**src/rtl/pixel_arbiter.sv**
```systemverilog
// ============================================================================
// pixel_arbiter: two-port round-robin front end for the single pixel writer.
// Optional off-screen clipping when PIXEL_ARB_CLIP_EN is defined.
// Revision: 1.0
// ============================================================================
`default_nettype none

module pixel_arbiter #(
  parameter int FIFO_DEPTH_LOG2 = 3
) (
  input  logic        clk,
  input  logic        rst,
  input  logic        clear_screen_done,
  input  logic        pixel_wr_done,
  output logic        pixel_en,
  output logic [7:0]  pixel_rgb,
  output logic [7:0]  pixel_x,
  output logic [7:0]  pixel_y,
  input  logic        req0_valid,
  output logic        req0_ready,
  input  logic [7:0]  req0_rgb,
  input  logic [7:0]  req0_x,
  input  logic [7:0]  req0_y,
  input  logic        req1_valid,
  output logic        req1_ready,
  input  logic [7:0]  req1_rgb,
  input  logic [7:0]  req1_x,
  input  logic [7:0]  req1_y,
  output logic        busy,
  output logic [15:0] drop_count
);

  localparam int AW    = FIFO_DEPTH_LOG2;
  localparam int DEPTH = 1 << AW;
  localparam int CW    = AW + 1;
  localparam logic [CW-1:0] FULL_COUNT = CW'(DEPTH);

  typedef enum logic [0:0] {
    IDLE = 1'b0,
    HOLD = 1'b1
  } state_t;

  state_t state, state_next;

  logic [1:0]       req_valid;
  logic [1:0]       req_ready;
  logic [1:0]       fifo_full;
  logic [1:0]       fifo_empty;
  logic [1:0]       push;
  logic [1:0]       pop;
  logic [1:0]       clip;
  logic [1:0][23:0] req_word;
  logic [1:0][23:0] head;

  logic rr_ptr;
  logic grant;
  logic slot_free;
  logic eligible;
  logic load;

  assign req_valid   = {req1_valid, req0_valid};
  assign req_word[0] = {req0_rgb, req0_x, req0_y};
  assign req_word[1] = {req1_rgb, req1_x, req1_y};
  assign req0_ready  = req_ready[0];
  assign req1_ready  = req_ready[1];

  // Clipped requests complete the handshake but never reach the FIFO.
  assign push = req_valid & req_ready & ~clip;

`ifdef PIXEL_ARB_CLIP_EN
  logic [1:0]  dropped;
  logic [16:0] drop_sum;
  logic [15:0] drop_q;

  assign clip[0]    = (req0_y >= 8'd192);
  assign clip[1]    = (req1_y >= 8'd192);
  assign dropped    = req_valid & req_ready & clip;
  assign drop_sum   = {1'b0, drop_q} + 17'(dropped[0]) + 17'(dropped[1]);
  assign drop_count = drop_q;

  always_ff @(posedge clk) begin
    if (rst) begin
      drop_q <= '0;
    end else if (|dropped) begin
      drop_q <= drop_sum[16] ? 16'hFFFF : drop_sum[15:0];
    end
  end
`else
  assign clip       = 2'b00;
  assign drop_count = 16'd0;
`endif

  for (genvar n = 0; n < 2; n++) begin : g_fifo
    logic [23:0]   mem [DEPTH];
    logic [AW-1:0] wr_ptr;
    logic [AW-1:0] rd_ptr;
    logic [CW-1:0] count;

    always_ff @(posedge clk) begin
      if (push[n]) begin
        mem[wr_ptr] <= req_word[n];
      end
    end

    always_ff @(posedge clk) begin
      if (rst) begin
        wr_ptr <= '0;
        rd_ptr <= '0;
        count  <= '0;
      end else begin
        if (push[n]) begin
          wr_ptr <= wr_ptr + AW'(1);
        end
        if (pop[n]) begin
          rd_ptr <= rd_ptr + AW'(1);
        end
        case ({push[n], pop[n]})
          2'b10:   count <= count + CW'(1);
          2'b01:   count <= count - CW'(1);
          default: count <= count;
        endcase
      end
    end

    assign fifo_full[n]  = (count == FULL_COUNT);
    assign fifo_empty[n] = (count == '0);
    assign head[n]       = mem[rd_ptr];
    // Ready ignores a same-cycle pop so it depends on FIFO state only.
    assign req_ready[n]  = ~fifo_full[n];
  end

  always_comb begin
    slot_free = (state == IDLE) || pixel_wr_done;
    eligible  = clear_screen_done && (fifo_empty != 2'b11);
    load      = slot_free && eligible;
    if (!fifo_empty[0] && !fifo_empty[1]) begin
      grant = rr_ptr;
    end else begin
      grant = fifo_empty[0];
    end
    pop = 2'b00;
    if (load) begin
      pop = grant ? 2'b10 : 2'b01;
    end
  end

  always_comb begin
    state_next = state;
    case (state)
      IDLE: begin
        if (load) begin
          state_next = HOLD;
        end
      end
      HOLD: begin
        if (pixel_wr_done) begin
          state_next = load ? HOLD : IDLE;
        end
      end
      default: state_next = IDLE;
    endcase
  end

  always_ff @(posedge clk) begin
    if (rst) begin
      state     <= IDLE;
      rr_ptr    <= 1'b0;
      pixel_rgb <= 8'd0;
      pixel_x   <= 8'd0;
      pixel_y   <= 8'd0;
    end else begin
      state <= state_next;
      if (load) begin
        {pixel_rgb, pixel_x, pixel_y} <= head[grant];
        rr_ptr <= ~grant;
      end
    end
  end

  assign pixel_en = (state == HOLD);
  assign busy     = (fifo_empty != 2'b11) || pixel_en;

endmodule

`default_nettype wire

```
**config.mk**
```make
export PLATFORM = sky130hd
export DESIGN_NAME = pixel_arbiter
export DESIGN_NICKNAME = d
export VERILOG_FILES = /design/src/rtl/pixel_arbiter.sv
export SDC_FILE = /design/constraint.sdc
export NUM_CORES = 1
export LEC_CHECK = 0
export CAP_MARGIN = 20
export CORE_MARGIN = 5
export CORE_UTILIZATION = 53
export CTS_BUF_LIST = sky130_fd_sc_hd__clkbuf_8 sky130_fd_sc_hd__clkbuf_16
export DETAILED_ROUTE_END_ITERATION = 7
export PLACE_DENSITY = 0.73
export SETUP_SLACK_MARGIN = 0.1
export SYNTH_ARGS = -nofsm -noshare
export SYNTH_HDL_FRONTEND = slang
export SYNTH_SLANG_ARGS = --single-unit
```
**constraint.sdc**
```tcl
create_clock -name clk -period 3.9 [get_ports clk]
set_clock_uncertainty 0.2 [all_clocks]
set_input_delay 0.78 -clock clk [delete_from_list [all_inputs] [get_ports clk]]
set_output_delay 0.78 -clock clk [all_outputs]
set_load 0.1 [all_outputs]
```
---- Yosys cells after proc, flatten, opt, wreduce, memory -nomap -nowiden ----
Memory sizes are Yosys's and may differ from the RTL's. A register that Yosys moved wholly into a read port is not among the register bits.
Cells that the tools add are included.
storage, ports and cells
  bits in registers ....................... 46
  RAM bits ................................ 384
  input port bits ......................... 54
  word-level logic and storage cells ...... 63
  memories kept ........................... 2
memories
  memory         depth  width  rd ports  clocked after memory_dff  wr ports  RTL line  text
  g_fifo[0].mem  8      24     1         1                         1         94        logic [23:0] mem [DEPTH];
  g_fifo[1].mem  8      24     1         1                         1         94
operators by class
  add/subtract/negate cells ............... 8
  order comparisons ....................... 1
  eq/ne operators ......................... 7
  mux-type cells .......................... 18
  bitwise operators ....................... 5
  reduce and logical (&&, ||, !) cells .... 11
operators by type and width
  kind                                                        number
  2-to-1 mux 24 bit                                           2
  one-hot mux 4 bit (2 select lines)                          2
  adder 3 x 1 -> 3 bit, second input constant                 4
  2-to-1 mux 3 bit                                            4
  adder 4 x 1 -> 4 bit, second input constant                 2
  equality test 4 bit, second input constant                  2
  zero test 4 bit                                             2
  subtractor 4 x 1 -> 4 bit, second input constant            2
  2-to-1 mux 1 bit                                            7
  equality test 2 x 1 -> 1 bit, second input constant         2
  equality test 2 bit, second input constant                  2
  2-to-1 mux 2 bit                                            2
  NOT 1 bit                                                   4
  nonzero test 2 bit                                          2
  logical AND 1 bit                                           3
  bitwise AND 2 bit                                           1
  zero test 1 bit                                             2
  logical OR 1 bit                                            2
  less-than comparator 1 x 2 -> 1 bit, second input constant  1
  inequality test 2 bit, second input constant                1
  one-hot mux 1 bit (2 select lines)                          1

---- Longest topological paths before layout ----
Gate-level depths: netlist of run 1.
  depth after elaboration ................. 8
  depth in mapped cells ................... 12
  mapped depth without buffers ............ 10

---- Worst setup path before layout of run 1 ----
Ideal clock, no wire load.
  path type ............................... register to register
  from .................................... register g_fifo[0].count[1]
  to ...................................... memory g_fifo[0].mem[0][0], enable pin
  data arrival time ....................... 4.386 ns
  data required time ...................... 3.233 ns
  path slack .............................. -1.153 ns
  stages on the path, launching flop included .. 6
  path through ............................ dfxtp_1 -> clkbuf_1 -> or4b_1 -> clkbuf_1 -> nand2_1 -> nor4_1
between the ends
  word-level cells in the longest chain between the ends .. 5
ends and longest elaborated chain
  item                                    RTL line  text
  start, declared                         97        logic [CW-1:0] count;
  start signal, assigned                  118       2'b10: count <= count + CW'(1);
  start signal, assigned                  119       2'b01: count <= count - CW'(1);
  start signal, assigned                  120       default: count <= count;
  equality test 4 bit                     125       assign fifo_full[n] = (count == FULL_COUNT);
  NOT 1 bit                               129       assign req_ready[n] = ~fifo_full[n];
  via req0_ready                          20        output logic req0_ready,
  bitwise AND 2 bit                       68        assign push = req_valid & req_ready & ~clip;
  2-to-1 mux 1 bit                        100       if (push[n]) begin
  2-to-1 mux 1 bit (not written as such)  101       mem[wr_ptr] <= req_word[n];
  end, declared                           94
The timed path passes the listed nets, and every way through them passes these cells.

---- Worst setup path in the final report of run 1 ----
  from .................................... register pixel_y[7]
  to ...................................... output port pixel_y[7]
RTL lines
  item                    RTL line  text
  start, declared         18        output logic [7:0] pixel_y,
  start signal, assigned  174       {pixel_rgb, pixel_x, pixel_y} <= head[grant];
No word-level cell between the ends.

==> results of run 1 <==
## cell type report
cell class	count	area, um^2
tap	402	503
inverter	4	15.0
timing repair buffer	108	1030
clock buffer	48	1170
clock inverter	30	308
sequential	436	12600
multi-input combinational	337	4080
fill	2159	11800
## synthesized netlist by cell type (2+ instances only)
cell type / count / area share (%)
mux2i_1: 28 / 1.7
nor2b_1: 2 / 0.074
buf_1: 3 / 0.067
nor2_1: 22 / 0.49
mux4_2: 88 / 12
inv_1: 4 / 0.089
nand2_1: 12 / 0.27
ha_1: 10 / 0.74
nor4_1: 3 / 0.11
mux4_1: 8 / 1.2
nand4b_1: 2 / 0.10
or3_1: 5 / 0.19
mux2_2: 22 / 1.5
buf_12: 2 / 0.24
or4b_1: 3 / 0.18
o21ai_0: 8 / 0.24
dfxtp_1: 52 / 6.2
nor3_1: 32 / 0.95
xor2_1: 12 / 0.62
nand2b_1: 6 / 0.22
buf_6: 4 / 0.27
buf_4: 16 / 0.71
clkbuf_1: 17 / 0.38
buf_2: 17 / 0.50
a221o_1: 24 / 1.4
edfxtp_1: 384 / 68
nand3_1: 9 / 0.27
a21oi_1: 12 / 0.36
## through the flow
stage | std cells | area [um^2]
after detailed placement | 1287 | 18200
after floorplan | 836 | 17000
after global routing | 1365 | 19700
after global placement | 1287 | 18200
final | 1365 | 19700
after CTS | 1365 | 19700
## per-layer routing
metal | global-route usage, % | routed length (um) | vias to the layer above
met2 | 30.3 | 16100 | 197
met4 | 3.53 | 493 | 0
met5 | 0 | 0 | -
li1 | - | - | 3582
met1 | 25.5 | 13600 | 4132
met3 | 3.41 | 1700 | 47
## power breakdown
group | leakage, uW | internal, uW | total (uW) | switching (uW)
combinational | 0.00163 | 991 | 2990 | 2000
sequential | 0.00391 | 5460 | 5730 | 269
clock | 0.000753 | 2550 | 4210 | 1660
total | 0.00629 | 9000 | 12900 | 3930
## kinds of logic (layout without fill, tap and decap cells)
logic type,after synthesis,count (layout),synth area share (%)
adders and majority gates,10,10,0.742
muxes,147,147,16.2
buffers and inverters,63,190,2.26
other,1,16,0.0222
DFF,436,436,74.6
AOI/OAI and AO/OA,49,49,2.33
and+or+nand+nor,103,103,3.22
xor gates and xnor gates,12,12,0.623
## flip-flops by register name (all words and copies together), names as in the netlist, named ones only
| signal | cells |
|---|---|
| g_fifo.rd_ptr | 6 |
| g_fifo.count | 8 |
| g_fifo.mem | 384 |
| pixel_x | 8 |
| rr_ptr | 1 |
| pixel_y | 8 |
| pixel_rgb | 8 |
| g_fifo.wr_ptr | 6 |
| pixel_en | 1 |
## worst reg2reg max path, cell delays in order, from the launching register on
cell	delay, ns
dfxtp_1	0.37
or4b_1	0.63
nand2_1	0.36
ha_1	0.33
xor2_1	0.19
ha_1	0.17
a21oi_1	0.05
xor2_1	0.17
or3_1	0.32
a21oi_1	0.15
## layout by cell type, fill, tap and decap left out, types with 3 or more instances in the layout
cell type / instances
or3_1: 5
nor3_1: 24
a221o_1: 24
nand2_1: 12
clkbuf_8: 3
a21oi_1: 12
conb_1: 16
o21ai_0: 8
ha_1: 10
nor3_4: 5
clkbuf_16: 45
buf_4: 28
bufinv_16: 6
mux4_2: 88
nor2_1: 16
mux2_2: 22
inv_1: 12
clkdlybuf4s50_1: 77
nand2b_1: 6
or4b_1: 3
nand3_1: 9
nor3_2: 3
clkinv_2: 5
nor2_2: 6
edfxtp_1: 384
inv_6: 3
xor2_1: 12
mux2i_1: 28
dfxtp_1: 48
mux4_1: 8
clkinv_1: 6
## path summary, 6_finish.rpt
check                           slack, ns                start            endpoint  depth (start not counted)
worst max-delay path                 0.80           pixel_y[7]          pixel_y[7]                          1
worst min-delay path                 0.29  g_fifo[1].rd_ptr[2]                flop                          2
worst max register to register       0.90   g_fifo[0].count[0]  g_fifo[0].count[2]                          9
worst min register to register       0.29  g_fifo[1].rd_ptr[2]                flop                          2
==> flow_summary_export.csv, run 1 <==
group,metric,value,unit
worst_setup_path,slowest_delay,1.17,ns
synthesis,yosysSeqAreaShare,74.6,%
sta,setup_slack,0.801,ns
pwr,power,12900,uW
detailed_routing,routed-via-count,7958,
clocking,cts_setup_buffers,0,
floorplanning,rows,65,
floorplanning,die_w,188,um
sta,slew_viol_final,0,
placed_design,gp_congestion,0.749,
finish,drive_gt1_share,24.1,%
clocking,clock_latency,0.53,ns
worst_setup_path,crit_type,"flop to output port",
detailed_routing,finalWirelength,31900,um
worst_setup_path,cpMaxStageDelayCell,"clkdlybuf4s50_1",
worst_setup_path,critical_path.max_fanout,2,
worst_setup_path,cp_num_buf_inv,1,
detailed_routing,wl_per_cell,23.3,um
global_route,grt_pass1_vias,8302,
sta,worstMarginPinSlew,0.983,ns
pwr,ir_drop,0.382,mV
detailed_routing,viasPerCell,5.83,
synthesis,avgSynthCellArea,20.5,um^2
worst_setup_path,cp_top_family,"buffers and inverters",
synthesis,synth_ff_type,"edfxtp_1",
floorplanning,initial_core_util,53.6,%
synthesis,ys_ff_latch,436,
detailed_routing,first_pass_iters,5,
worst_setup_path,crit_arrival,2.12,ns
sta,whs,0.290,ns
synthesis,ys_types,42,
sta,finalCritPeriodShare,79.5,%
global_route,grt_pass1_wl,49400,um
job,drv_cap,0,
synthesis,syn_inst,821,
sta,fmax,323,MHz
placed_design,place_hpwl,18500,um
sta,finalCriticalPeriod,3.10,ns
global_route,antenna_found_initial,0,
clocking,cts_tree,"built",
floorplanning,num_io_pins,98,
sta,hold_viol_final,0,
placed_design,place_ws,0.527,ns
sta,rsz0062_at_grt,"false",
sta,tns,0,ns
pwr,leakage,0.00629,uW
floorplanning,core_area,31500,um^2
global_route,grt-ovfl-total,0,
clocking,cts-root-buf,"clkbuf_16",
clocking,htreeDepth,2,
worst_setup_path,cp-start-kind,"flop",
worst_setup_path,required,2.92,ns
synthesis,yosysWarnings,0,
clocking,clock_tree.buffer_depth,3,
finish,diodes,0,
finish,fin_nets,994,
worst_setup_path,endpoint_kind,"output port",
clocking,cts_buffers,43,
floorplanning,fp.dieH,188,um
pwr,power.density,657,nW/um^2
global_route,global_route.usage.total,18.1,%
sta,setup_viol,0,
min_path,hold_class,"flop to flop",
detailed_routing,antenna_left,0,
global_route,grt_max_degree,51,
worst_setup_path,path_cells,"clkdlybuf4s50_1",
detailed_routing,drt_iter0_drc,546,
synthesis,synthesis.area,16900,um^2
clocking,ctsHoldBuffers,0,
clocking,post_cts_resized,0,
detailed_routing,drcViolationCount,0,
sta,maxSlewHeadroom,34.2,%
placed_design,portBuffers,81,
synthesis,async_flop_share,0,%
clocking,clk_pin_slew,0.06,ns
floorplanning,die-area,35500,um^2
finish,area_delta_synth_final,16.7,%
clocking,cts.sinks,436,
status,outcome,"finished, final reports clean",
synthesis,synth-edff-count,384,
finish,fin_util,62.5,%
Note: power is estimated with default switching activity, not from simulation.
==> run 2: changes to the inputs <==
clock period = 2.6 ns   (was 3.9 ns; I/O delays follow)
==> run 2 against run 1 <==
Against the previous run:
- power up 50%
- die area unchanged
- first-iteration DRC count is 6.8% lower
- cell area is 2.9% higher
- highest routed layer is now met5
- critical path type is now flop to flop
- combinational power grew 73%
- largest power group unchanged
==> flow_summary_export.csv, run 2 (same netlist as run 1, synthesis figures left out) <==
group,metric,value,unit
min_path,hold_path_startpoint,"rst",
global_route,grt.busiest_layer,"met2",
sta,maxSlewHeadroom,52.1,%
detailed_routing,finalWirelength,32400,um
floorplanning,num_io_pins,98,
finish,drive_gt1_share,32.1,%
worst_setup_path,ff2ff_setup_slack,0.05,ns
worst_setup_path,crit_start,"g_fifo[1].count[1]",
clocking,cts-root-buf,"clkbuf_16",
clocking,ctsHoldBuffers,0,
finish,finalInstanceArea,20300,um^2
clocking,clock_latency,0.54,ns
min_path,hold-path-cell-count,2,
worst_setup_path,crit_arrival,2.80,ns
detailed_routing,first_pass_iters,4,
clocking,clock_tree.buffer_depth,3,
worst_setup_path,endpoint_kind,"flop",
sta,fmax,393,MHz
floorplanning,rows,65,
floorplanning,die-area,35500,um^2
finish,area_delta_synth_final,20.2,%
pwr,ir_drop,0.601,mV
clocking,cts.sinks,436,
global_route,grt-ovfl-total,0,
status,outcome,"finished, final reports clean",
worst_setup_path,cp-start-kind,"flop",
clocking,cts_tree,"built",
global_route,grt_pass1_wl,49800,um
placed_design,placed_cell_area,18700,um^2
detailed_routing,routed-via-count,8124,
placed_design,place_ws,-0.248,ns
global_route,global_route.usage.total,18.4,%
sta,finalCritPeriodShare,97.9,%
pwr,power.density,957,nW/um^2
pwr,leakage,0.00657,uW
sta,whs,0.249,ns
sta,rsz0062_at_grt,"true",
sta,hold_viol_final,0,
global_route,grt_max_degree,49,
floorplanning,initial_core_util,53.6,%
global_route,grt_pass1_vias,8409,
detailed_routing,wl_per_cell,23.1,um
worst_setup_path,required,2.85,ns
worst_setup_path,critical_path.max_fanout,4,
job,drv_cap,0,
clocking,clk_pin_slew,0.06,ns
floorplanning,die_w,188,um
detailed_routing,viasPerCell,5.79,
global_route,antenna_found_initial,2,
worst_setup_path,reg2reg_depth,11,
global_route,met1_usage,25.5,%
placed_design,gp_congestion,0.745,
global_route,grt_use_met3,3.71,%
clocking,htreeDepth,2,
sta,finalCriticalPeriod,2.55,ns
pwr,power,19400,uW
detailed_routing,drcViolationCount,0,
global_route,grtUsageMet2,30.3,%
sta,setup_viol,0,
sta,slew_viol_final,0,
finish,final_common_cell,"edfxtp_1",
sta,worstMarginPinSlew,0.717,ns
worst_setup_path,worstReg2RegEnd,"g_fifo[1].count[2]",
placed_design,portBuffers,81,
worst_setup_path,crit_type,"flop to flop",
finish,fin_nets,1032,
floorplanning,fp.dieH,188,um
floorplanning,core_area,31500,um^2
detailed_routing,antenna_left,0,
detailed_routing,drt_iter0_drc,509,
finish,final_cell_mix,"384 x edfxtp_1, 88 x mux4_2, 65 x buf_4, 52 x clkdlybuf4s50_1, 45 x clkbuf_16",
placed_design,place_hpwl,18900,um
sta,setup_slack,0.0535,ns
worst_setup_path,r2r_start,"g_fifo[1].count[1]",
sta,tns,0,ns
finish,largest_register_ffs,384,
min_path,hold_class,"input port to flop",
finish,regMostFlops,"g_fifo.mem",
clocking,cts_buffers,43,
-- run 2: stage by stage --
stage	instances	utilization (%)
after detailed placement	1312	59.5
after global placement	1312	59.5
final	1403	64.4
after floorplan	836	-
after CTS	1396	64.0
after global routing	1403	64.4
-- run 2: repair_timing --
item,in CTS,in global routing
buffers inserted,7,7
endpoints found under the setup margin,6,7
pin swaps,7,14
resized for setup,15,13
-- run 2: layer usage --
| layer | vias up | routed length (um) |
|---|---|---|
| li1 | 3670 | - |
| met1 | 4172 | 13700 |
| met2 | 237 | 16000 |
| met3 | 43 | 1950 |
| met4 | 2 | 675 |
| met5 | - | 13 |
-- run 2: cell type report --
cell class / instances / area, um^2
Tap cell: 402 / 503
Sequential cell: 436 / 12600
Clock buffer: 46 / 1140
Fill cell: 2088 / 11200
Multi-Input combinational cell: 337 / 4280
Timing Repair Buffer: 146 / 1550
Antenna cell: 1 / 2.50
Inverter: 4 / 15.0
Clock inverter: 31 / 161
-- run 2: power by group --
group	internal [uW]	switching (uW)
Combinational	1910	3270
Sequential	8210	359
Clock	3170	2470
-- run 2: how the worst max path moves through the flow --
stage               depth (start not counted)             endpoint  slack (ns)
floorplan                                   4  g_fifo[1].mem[7][0]       -0.06
global placement                           12   g_fifo[1].count[2]       -0.20
detailed placement                         12   g_fifo[1].count[2]       -0.25
CTS                                         4           req1_ready        0.05
global route                               10   g_fifo[0].count[2]       -0.05
finish                                     11   g_fifo[1].count[2]        0.05
-- run 2: critical path: stages (launching register included) --
cell     delay [ns]
dfxtp_4        0.36
buf_6          0.11
or4b_4         0.52
buf_6          0.15
nand2_8        0.06
ha_4           0.14
xor2_2         0.13
ha_2           0.18
a21oi_2        0.04
xor2_1         0.15
or3_1          0.31
a21oi_1        0.12
